$ cat src/rtl/dds_generator.sv
// DDS sine source: phase accumulator -> sine ROM -> MCP4921-style 16-bit SPI DAC write.
// Build option: define DDS_QUARTER_WAVE_EN to keep only the 65-entry quarter-wave table.
module dds_generator #(
  parameter int                 PHASE_W    = 32,
  parameter logic [PHASE_W-1:0] FTW        = 32'd4294967,
  parameter int                 SAMPLE_DIV = 250,
  parameter int                 SCK_HALF   = 4
) (
  input  logic sysclk,
  input  logic reset,
  output logic spi_mosi,
  output logic spi_sck,
  output logic spi_cs
);

  localparam int DIV_W = $clog2(SAMPLE_DIV);
  localparam int HC_W  = (SCK_HALF > 1) ? $clog2(SCK_HALF) : 1;

  typedef enum logic {IDLE, SHIFT} spi_state_t;

  logic [DIV_W-1:0]   div_cnt;
  logic [DIV_W-1:0]   div_next;
  logic               tick;
  logic [1:0]         tick_q;
  logic               clk_DDS;
  logic               load_sample;
  logic [PHASE_W-1:0] phase_acc;
  logic [7:0]         lut_addr;
  logic [11:0]        lut_data;
  logic [11:0]        sample_amplitude_1;
  logic [11:0]        sample_amplitude_2;
  logic [15:0]        frame_word;
  spi_state_t         state;
  logic [HC_W-1:0]    half_cnt;
  logic [3:0]         bit_cnt;
  logic [3:0]         next_bit;

  // First quadrant: 2048 + round(2047*sin(2*pi*i/256)), i = 0..64.
  function automatic logic [11:0] quarter_sine(input logic [6:0] idx);
    logic [11:0] v;
    case (idx)
      7'd0:  v = 12'd2048; 7'd1:  v = 12'd2098; 7'd2:  v = 12'd2148; 7'd3:  v = 12'd2199;
      7'd4:  v = 12'd2249; 7'd5:  v = 12'd2299; 7'd6:  v = 12'd2348; 7'd7:  v = 12'd2398;
      7'd8:  v = 12'd2447; 7'd9:  v = 12'd2497; 7'd10: v = 12'd2545; 7'd11: v = 12'd2594;
      7'd12: v = 12'd2642; 7'd13: v = 12'd2690; 7'd14: v = 12'd2738; 7'd15: v = 12'd2785;
      7'd16: v = 12'd2831; 7'd17: v = 12'd2878; 7'd18: v = 12'd2923; 7'd19: v = 12'd2968;
      7'd20: v = 12'd3013; 7'd21: v = 12'd3057; 7'd22: v = 12'd3100; 7'd23: v = 12'd3143;
      7'd24: v = 12'd3185; 7'd25: v = 12'd3227; 7'd26: v = 12'd3267; 7'd27: v = 12'd3307;
      7'd28: v = 12'd3347; 7'd29: v = 12'd3385; 7'd30: v = 12'd3423; 7'd31: v = 12'd3459;
      7'd32: v = 12'd3495; 7'd33: v = 12'd3531; 7'd34: v = 12'd3565; 7'd35: v = 12'd3598;
      7'd36: v = 12'd3630; 7'd37: v = 12'd3662; 7'd38: v = 12'd3692; 7'd39: v = 12'd3722;
      7'd40: v = 12'd3750; 7'd41: v = 12'd3777; 7'd42: v = 12'd3804; 7'd43: v = 12'd3829;
      7'd44: v = 12'd3853; 7'd45: v = 12'd3876; 7'd46: v = 12'd3898; 7'd47: v = 12'd3919;
      7'd48: v = 12'd3939; 7'd49: v = 12'd3958; 7'd50: v = 12'd3975; 7'd51: v = 12'd3992;
      7'd52: v = 12'd4007; 7'd53: v = 12'd4021; 7'd54: v = 12'd4034; 7'd55: v = 12'd4045;
      7'd56: v = 12'd4056; 7'd57: v = 12'd4065; 7'd58: v = 12'd4073; 7'd59: v = 12'd4080;
      7'd60: v = 12'd4085; 7'd61: v = 12'd4089; 7'd62: v = 12'd4093; 7'd63: v = 12'd4094;
      default: v = 12'd4095;
    endcase
    return v;
  endfunction

  // Mirror the address in quadrants 1/3 and invert the amplitude in the lower half-wave.
  function automatic logic [11:0] sine_at(input logic [7:0] addr);
    logic [6:0]  off;
    logic [11:0] mag;
    off = addr[6] ? (7'd64 - {1'b0, addr[5:0]}) : {1'b0, addr[5:0]};
    mag = quarter_sine(off);
    return addr[7] ? 12'(13'd4096 - {1'b0, mag}) : mag;
  endfunction

  assign lut_addr = phase_acc[PHASE_W-1 -: 8];

`ifdef DDS_QUARTER_WAVE_EN
  assign lut_data = sine_at(lut_addr);
`else
  function automatic logic [255:0][11:0] build_lut();
    logic [255:0][11:0] t;
    for (int i = 0; i < 256; i++) t[i] = sine_at(8'(i));
    return t;
  endfunction

  localparam logic [255:0][11:0] SINE_LUT = build_lut();

  assign lut_data = SINE_LUT[lut_addr];
`endif

  assign tick     = (div_cnt == DIV_W'(SAMPLE_DIV - 1));
  assign div_next = tick ? '0 : div_cnt + DIV_W'(1);
  // Samples change only in the low half of clk_DDS, so they are settled at every rising edge.
  assign load_sample = tick_q[1] & ~clk_DDS;

  // NOTE: the sine ROM is a constant table and has no reset; only the registers around it do.
  always_ff @(posedge sysclk or negedge reset) begin
    if (!reset) begin
      div_cnt            <= '0;
      clk_DDS            <= 1'b0;
      tick_q             <= '0;
      phase_acc          <= '0;
      sample_amplitude_1 <= 12'd2048;
      sample_amplitude_2 <= 12'd2048;
    end else begin
      div_cnt <= div_next;
      clk_DDS <= (div_next >= DIV_W'(SAMPLE_DIV / 2));
      tick_q  <= {tick_q[0], tick};
      if (tick)        phase_acc          <= phase_acc + FTW;
      if (tick_q[0])   sample_amplitude_1 <= lut_data;
      if (load_sample) sample_amplitude_2 <= sample_amplitude_1;
    end
  end

  assign frame_word = {4'b0011, sample_amplitude_2};
  assign next_bit   = 4'd14 - bit_cnt;

  // Bit 15 of every frame is the constant 0 command bit, so it can be driven before the sample lands.
  always_ff @(posedge sysclk or negedge reset) begin
    if (!reset) begin
      state    <= IDLE;
      spi_cs   <= 1'b1;
      spi_sck  <= 1'b0;
      spi_mosi <= 1'b0;
      half_cnt <= '0;
      bit_cnt  <= '0;
    end else begin
      case (state)
        IDLE: begin
          if (load_sample) begin
            state    <= SHIFT;
            spi_cs   <= 1'b0;
            spi_sck  <= 1'b0;
            spi_mosi <= frame_word[15];
            half_cnt <= '0;
            bit_cnt  <= '0;
          end
        end
        SHIFT: begin
          if (half_cnt == HC_W'(SCK_HALF - 1)) begin
            half_cnt <= '0;
            if (!spi_sck) begin
              spi_sck <= 1'b1;
            end else begin
              spi_sck <= 1'b0;
              if (bit_cnt == 4'd15) begin
                state    <= IDLE;
                spi_cs   <= 1'b1;
                spi_mosi <= 1'b0;
              end else begin
                bit_cnt  <= bit_cnt + 4'd1;
                spi_mosi <= frame_word[next_bit];
              end
            end
          end else begin
            half_cnt <= half_cnt + HC_W'(1);
          end
        end
        default: state <= IDLE;
      endcase
    end
  end

endmodule

$ cat config.mk
export PLATFORM = sky130hd
export DESIGN_NAME = dds_generator
export DESIGN_NICKNAME = d
export VERILOG_FILES = /design/src/rtl/dds_generator.sv
export SDC_FILE = /design/constraint.sdc
export NUM_CORES = 1
export LEC_CHECK = 0
export BUFFER_PORTS_ARGS = -buffer_cell sky130_fd_sc_hd__buf_4
export CORE_UTILIZATION = 50
export DETAILED_ROUTE_END_ITERATION = 7
export PLACE_DENSITY = 0.68
export RECOVER_POWER = 25
export SLEW_MARGIN = 20
export SYNTH_ARGS = -nofsm -noshare
export SYNTH_HDL_FRONTEND = slang
export SYNTH_SLANG_ARGS = --single-unit
$ cat constraint.sdc
create_clock -name sysclk -period 3.3 [get_ports sysclk]
set_input_delay 0.495 -clock sysclk [delete_from_list [all_inputs] [get_ports sysclk]]
set_output_delay 0.495 -clock sysclk [all_outputs]
set_load 0.01 [all_outputs]
==> metrics.md <==
| Metric | Value |
|---|---|
| I/O pin total | 5 |
| Flip-flop and latch area | between 1500 and 2000 sq um |
| Fraction of registers with async set/reset | 100% |
| Layout cells sized above 1 | 9.45% |
| Slew Limit Headroom | -3.93% |
| Detailed placement HPWL | 17,100 microns |
| Crit. Startpoint | phase_acc[25] |
| Mean Syn Cell Area | 7.77 sq um |
| Setup violators final | 0 |
| Horizontal die dimension | 116 microns |
| Data arrival, critical path | 3200 ps |
| Standard cell with the maximum stage delay on the critical path | sky130_fd_sc_hd__or2_0 |
| Top cells by area, synth | sky130_fd_sc_hd__dfrtp_1, sky130_fd_sc_hd__nand2_1, sky130_fd_sc_hd__a21oi_1 |
| Clock root buffer master | sky130_fd_sc_hd__clkbuf_16 |
| Distinct cells, synth | 71 |
| Antenna cells | 0 |
| Power per unit of standard cell area | 295 nW/um^2 |
| Synthesized flop and latch total | 77 |
| Required time of the critical path | 3550 ps |
| Cells after synthesis | 834 |
| Combined area of the multi-input logic cells | 4150 sq um |
| Setup TNS after final layout | 0 ps |
| Layout overhead on the synthesized area | 8.44% |
| Initial Utilization | 51.4% |
| # port buffers | 4 |
| Antenna violations before repair | 0 |
| Max Clock Freq | 0.340 GHz |
| Max Cap Viol | 1 |
| Dominant register cell in the synthesized netlist | sky130_fd_sc_hd__dfrtp_1 |
| Register area share after synthesis | 29.8% |
| CTS tree | yes |
| Total Routed Length | 24,700 microns |
| Hold WC Path Type | reg -> reg |
| Std-Cell Rows | 41 |
| Number of H-tree branching levels | 3 |
| Total number of yosys warnings | 0 |
| Worst Slack Setup Final | 358 ps |
| DRC violation count after routing | 0 |
| R2R cell count | 7 |
| Total power consumption of the routed design | 2.07 mW |
| Cell-by-cell listing of the critical path | inv_1 -> ha_1 -> or2_0 -> o21ai_0 -> a221oi_1 -> a211oi_1 -> a31oi_1 |
| Clock insertion delay at the later pin of the skew report | 340 ps |
| Static Leakage | 2.77 nW |
| Number of setup buffers added after CTS | 0 |
| Die footprint | 13,400 sq um |
| Setup repair after global routing missed its margin | no |
| Count of nets left with antenna violations after detail routing | 0 |
| Total routing usage reported by global routing | around 38% |
| Place WS | 518 ps |
| Slew at the pin with the worst max-slew slack | 1560 ps |
| Number of buffers created by CTS | 9 |
| Core Area | 12,600 sq um |
| First-pass GRT wire length | 37,600 microns |
| Number of flops mapped to enable cells by yosys | 0 |
| Layout filler cell count | about 1,200 |
| Hold Slack | 462 ps |
| Via count of the first global-routing pass | approximately 6,600 |
| Post-layout minimum cycle time | 2940 ps |
| Register-to-Register Setup Slack | between 300 and 400 ps |
| Buffers from clock root to sink, at most | 2 |
| Number of vias in the routed layout | between 6,000 and 7,000 |
| Final number of hold-violating endpoints | 0 |
| Count of hold-fix buffers inserted at cts | 0 |
| First-pass detailed-route iteration total | 7 |
| VDD IR max | 0.000156 V |
| Portion of synthesized cell area occupied by the leading cell type | 28.6% |
| Most instantiated cells after synthesis | sky130_fd_sc_hd__nand2_1, sky130_fd_sc_hd__dfrtp_1, sky130_fd_sc_hd__a21oi_1 |
| Clock-pin transition on the worst setup and hold timing paths | 70 ps |
| Fin. max-slew vios | 61 |
| Die H | 116 microns |
| Worst setup skew after layout | 10.2 ps |
| Number of nets in the finished design | a little over 800 |
| Most repeated cell in the gate-level netlist after synthesis | sky130_fd_sc_hd__nand2_1 |
| Final worst-path cycle share | 89.2% |
| Wire length per cell | 25.0 microns |
| Vias per cell | 7.03 |
| Sort of element at the start of the critical path | flip-flop |
| Reg-to-Reg Start | phase_acc[25] |
| Run status | complete, but fails checks |
| Largest incremental delay on the critical path | 730 ps |
| Max FO, Critical Path | 12 |
| Placer congestion estimate | 1.09 |
| Synthesized net count | 854 |
| Type of destination of the critical path | flip-flop |
| End of the worst register-to-register path | sample_amplitude_1[4] |
| Total overflow reported by the global router | 0 |
| CTS-repair resized insts | 0 |
| Count of routing violations after the opening detailed-route iteration | 1,296 |
| Share of the core filled with cells in the final layout | about 56% |
| Largest net degree at the start of global routing | about 120 |
| Library cell occupying the most area in the post-synthesis netlist | sky130_fd_sc_hd__dfrtp_1 |
| Failing checks | max-capacitance violations, max-slew violations |
| Worst Setup Path Type | reg -> reg |
| Critical path endpoint | sample_amplitude_1[4] |
| Number of sinks driven by the clock tree | 77 |
| Netlist area before placement | ~6500 sq um |
-- layer usage --
layer | track usage, % | vias up | share of wire (%)
li1 | - | 3023 | -
met1 | 46.8 | 3268 | 39
met2 | 58.7 | 521 | 44
met3 | 10.0 | 128 | 11
met4 | 22.2 | 0 | 6.5
met5 | 0 | - | 0
-- critical path: cells and delay by family, from the launching register on --
kind / cells / cell delay [ps]
flip-flops: 1 / 380
AO/OA/AOI/OAI: 4 / 860
buffers and inverters: 1 / 300
adder cells (fa/ha/maj): 1 / 580
AND/OR/NAND/NOR: 1 / 730
-- power breakdown --
group	internal (mW)	switching, mW	leakage [nW]
logic	0.00199	0.0188	1.57
registers	0.944	0	1.05
clock network	0.687	0.420	0.160
-- cell usage in the layout (no fill, tap or decap), types with 18 or more instances in the layout --
cell type                  netlist  final
sky130_fd_sc_hd__dfrtp_1        74     71
sky130_fd_sc_hd__nor2_1         59     59
sky130_fd_sc_hd__xnor2_1        27     27
sky130_fd_sc_hd__nand2b_1       30     30
sky130_fd_sc_hd__a211oi_1       22     22
sky130_fd_sc_hd__a21oi_1        61     61
sky130_fd_sc_hd__nand2_1       107    107
sky130_fd_sc_hd__a31oi_1        20     20
sky130_fd_sc_hd__o21ai_0        54     54
sky130_fd_sc_hd__nand3_1        42     42
sky130_fd_sc_hd__nor3_1         18     18
sky130_fd_sc_hd__buf_4           5     30
sky130_fd_sc_hd__ha_1           18     18
-- how the worst min path moves through the flow --
| stage | slack, ps | depth (start not counted) | start | to |
|---|---|---|---|---|
| after global placement | 450 | 2 | sample_amplitude_2[11] | sample_amplitude_2[11] |
| after global routing | 470 | 1 | phase_acc[16] | phase_acc[16] |
| after detailed placement | 450 | 1 | phase_acc[16] | phase_acc[16] |
| after CTS | 270 | 1 | reset | sample_amplitude_1[2] |
| after floorplan | 200 | 0 | reset | bit_cnt[0] |
| final | 460 | 1 | phase_acc[16] | phase_acc[16] |
-- state kept, by name, indices dropped and copies added (netlist names) --
name                cells
bit_cnt                 4
clk_DDS                 1
div_cnt                 8
half_cnt                2
phase_acc              32
sample_amplitude_1     12
sample_amplitude_2     12
spi_cs                  1
spi_mosi                1
spi_sck                 1
state                   1
tick_q                  2
-- cell type report --
cell class	instances	share of cell area [%]
multi-input combinational	667	59.0
sequential	77	27.6
timing repair buffer	36	4.70
clock buffer	11	3.45
tap	172	3.06
clock inverter	5	1.18
inverter	19	1.01
-- cell families after synthesis --
kind of cell | Yosys count | synth area share, %
compound gates | 270 | 27.9
xor+xnor | 39 | 5.27
fa+ha+maj | 18 | 3.47
buf+inv | 90 | 6.20
flops | 77 | 29.8
mux | 15 | 3.38
simple gates | 325 | 24.0
-- metrics by stage --
step           area [sq um]  instances
2_1_floorplan          6480        834
3_3_place_gp           6710        971
3_5_place_dp           6710        971
4_1_cts                7030        987
5_1_grt                7030        987
6_report               7030        987
No activity file was read; power rests on OpenSTA's default activity.
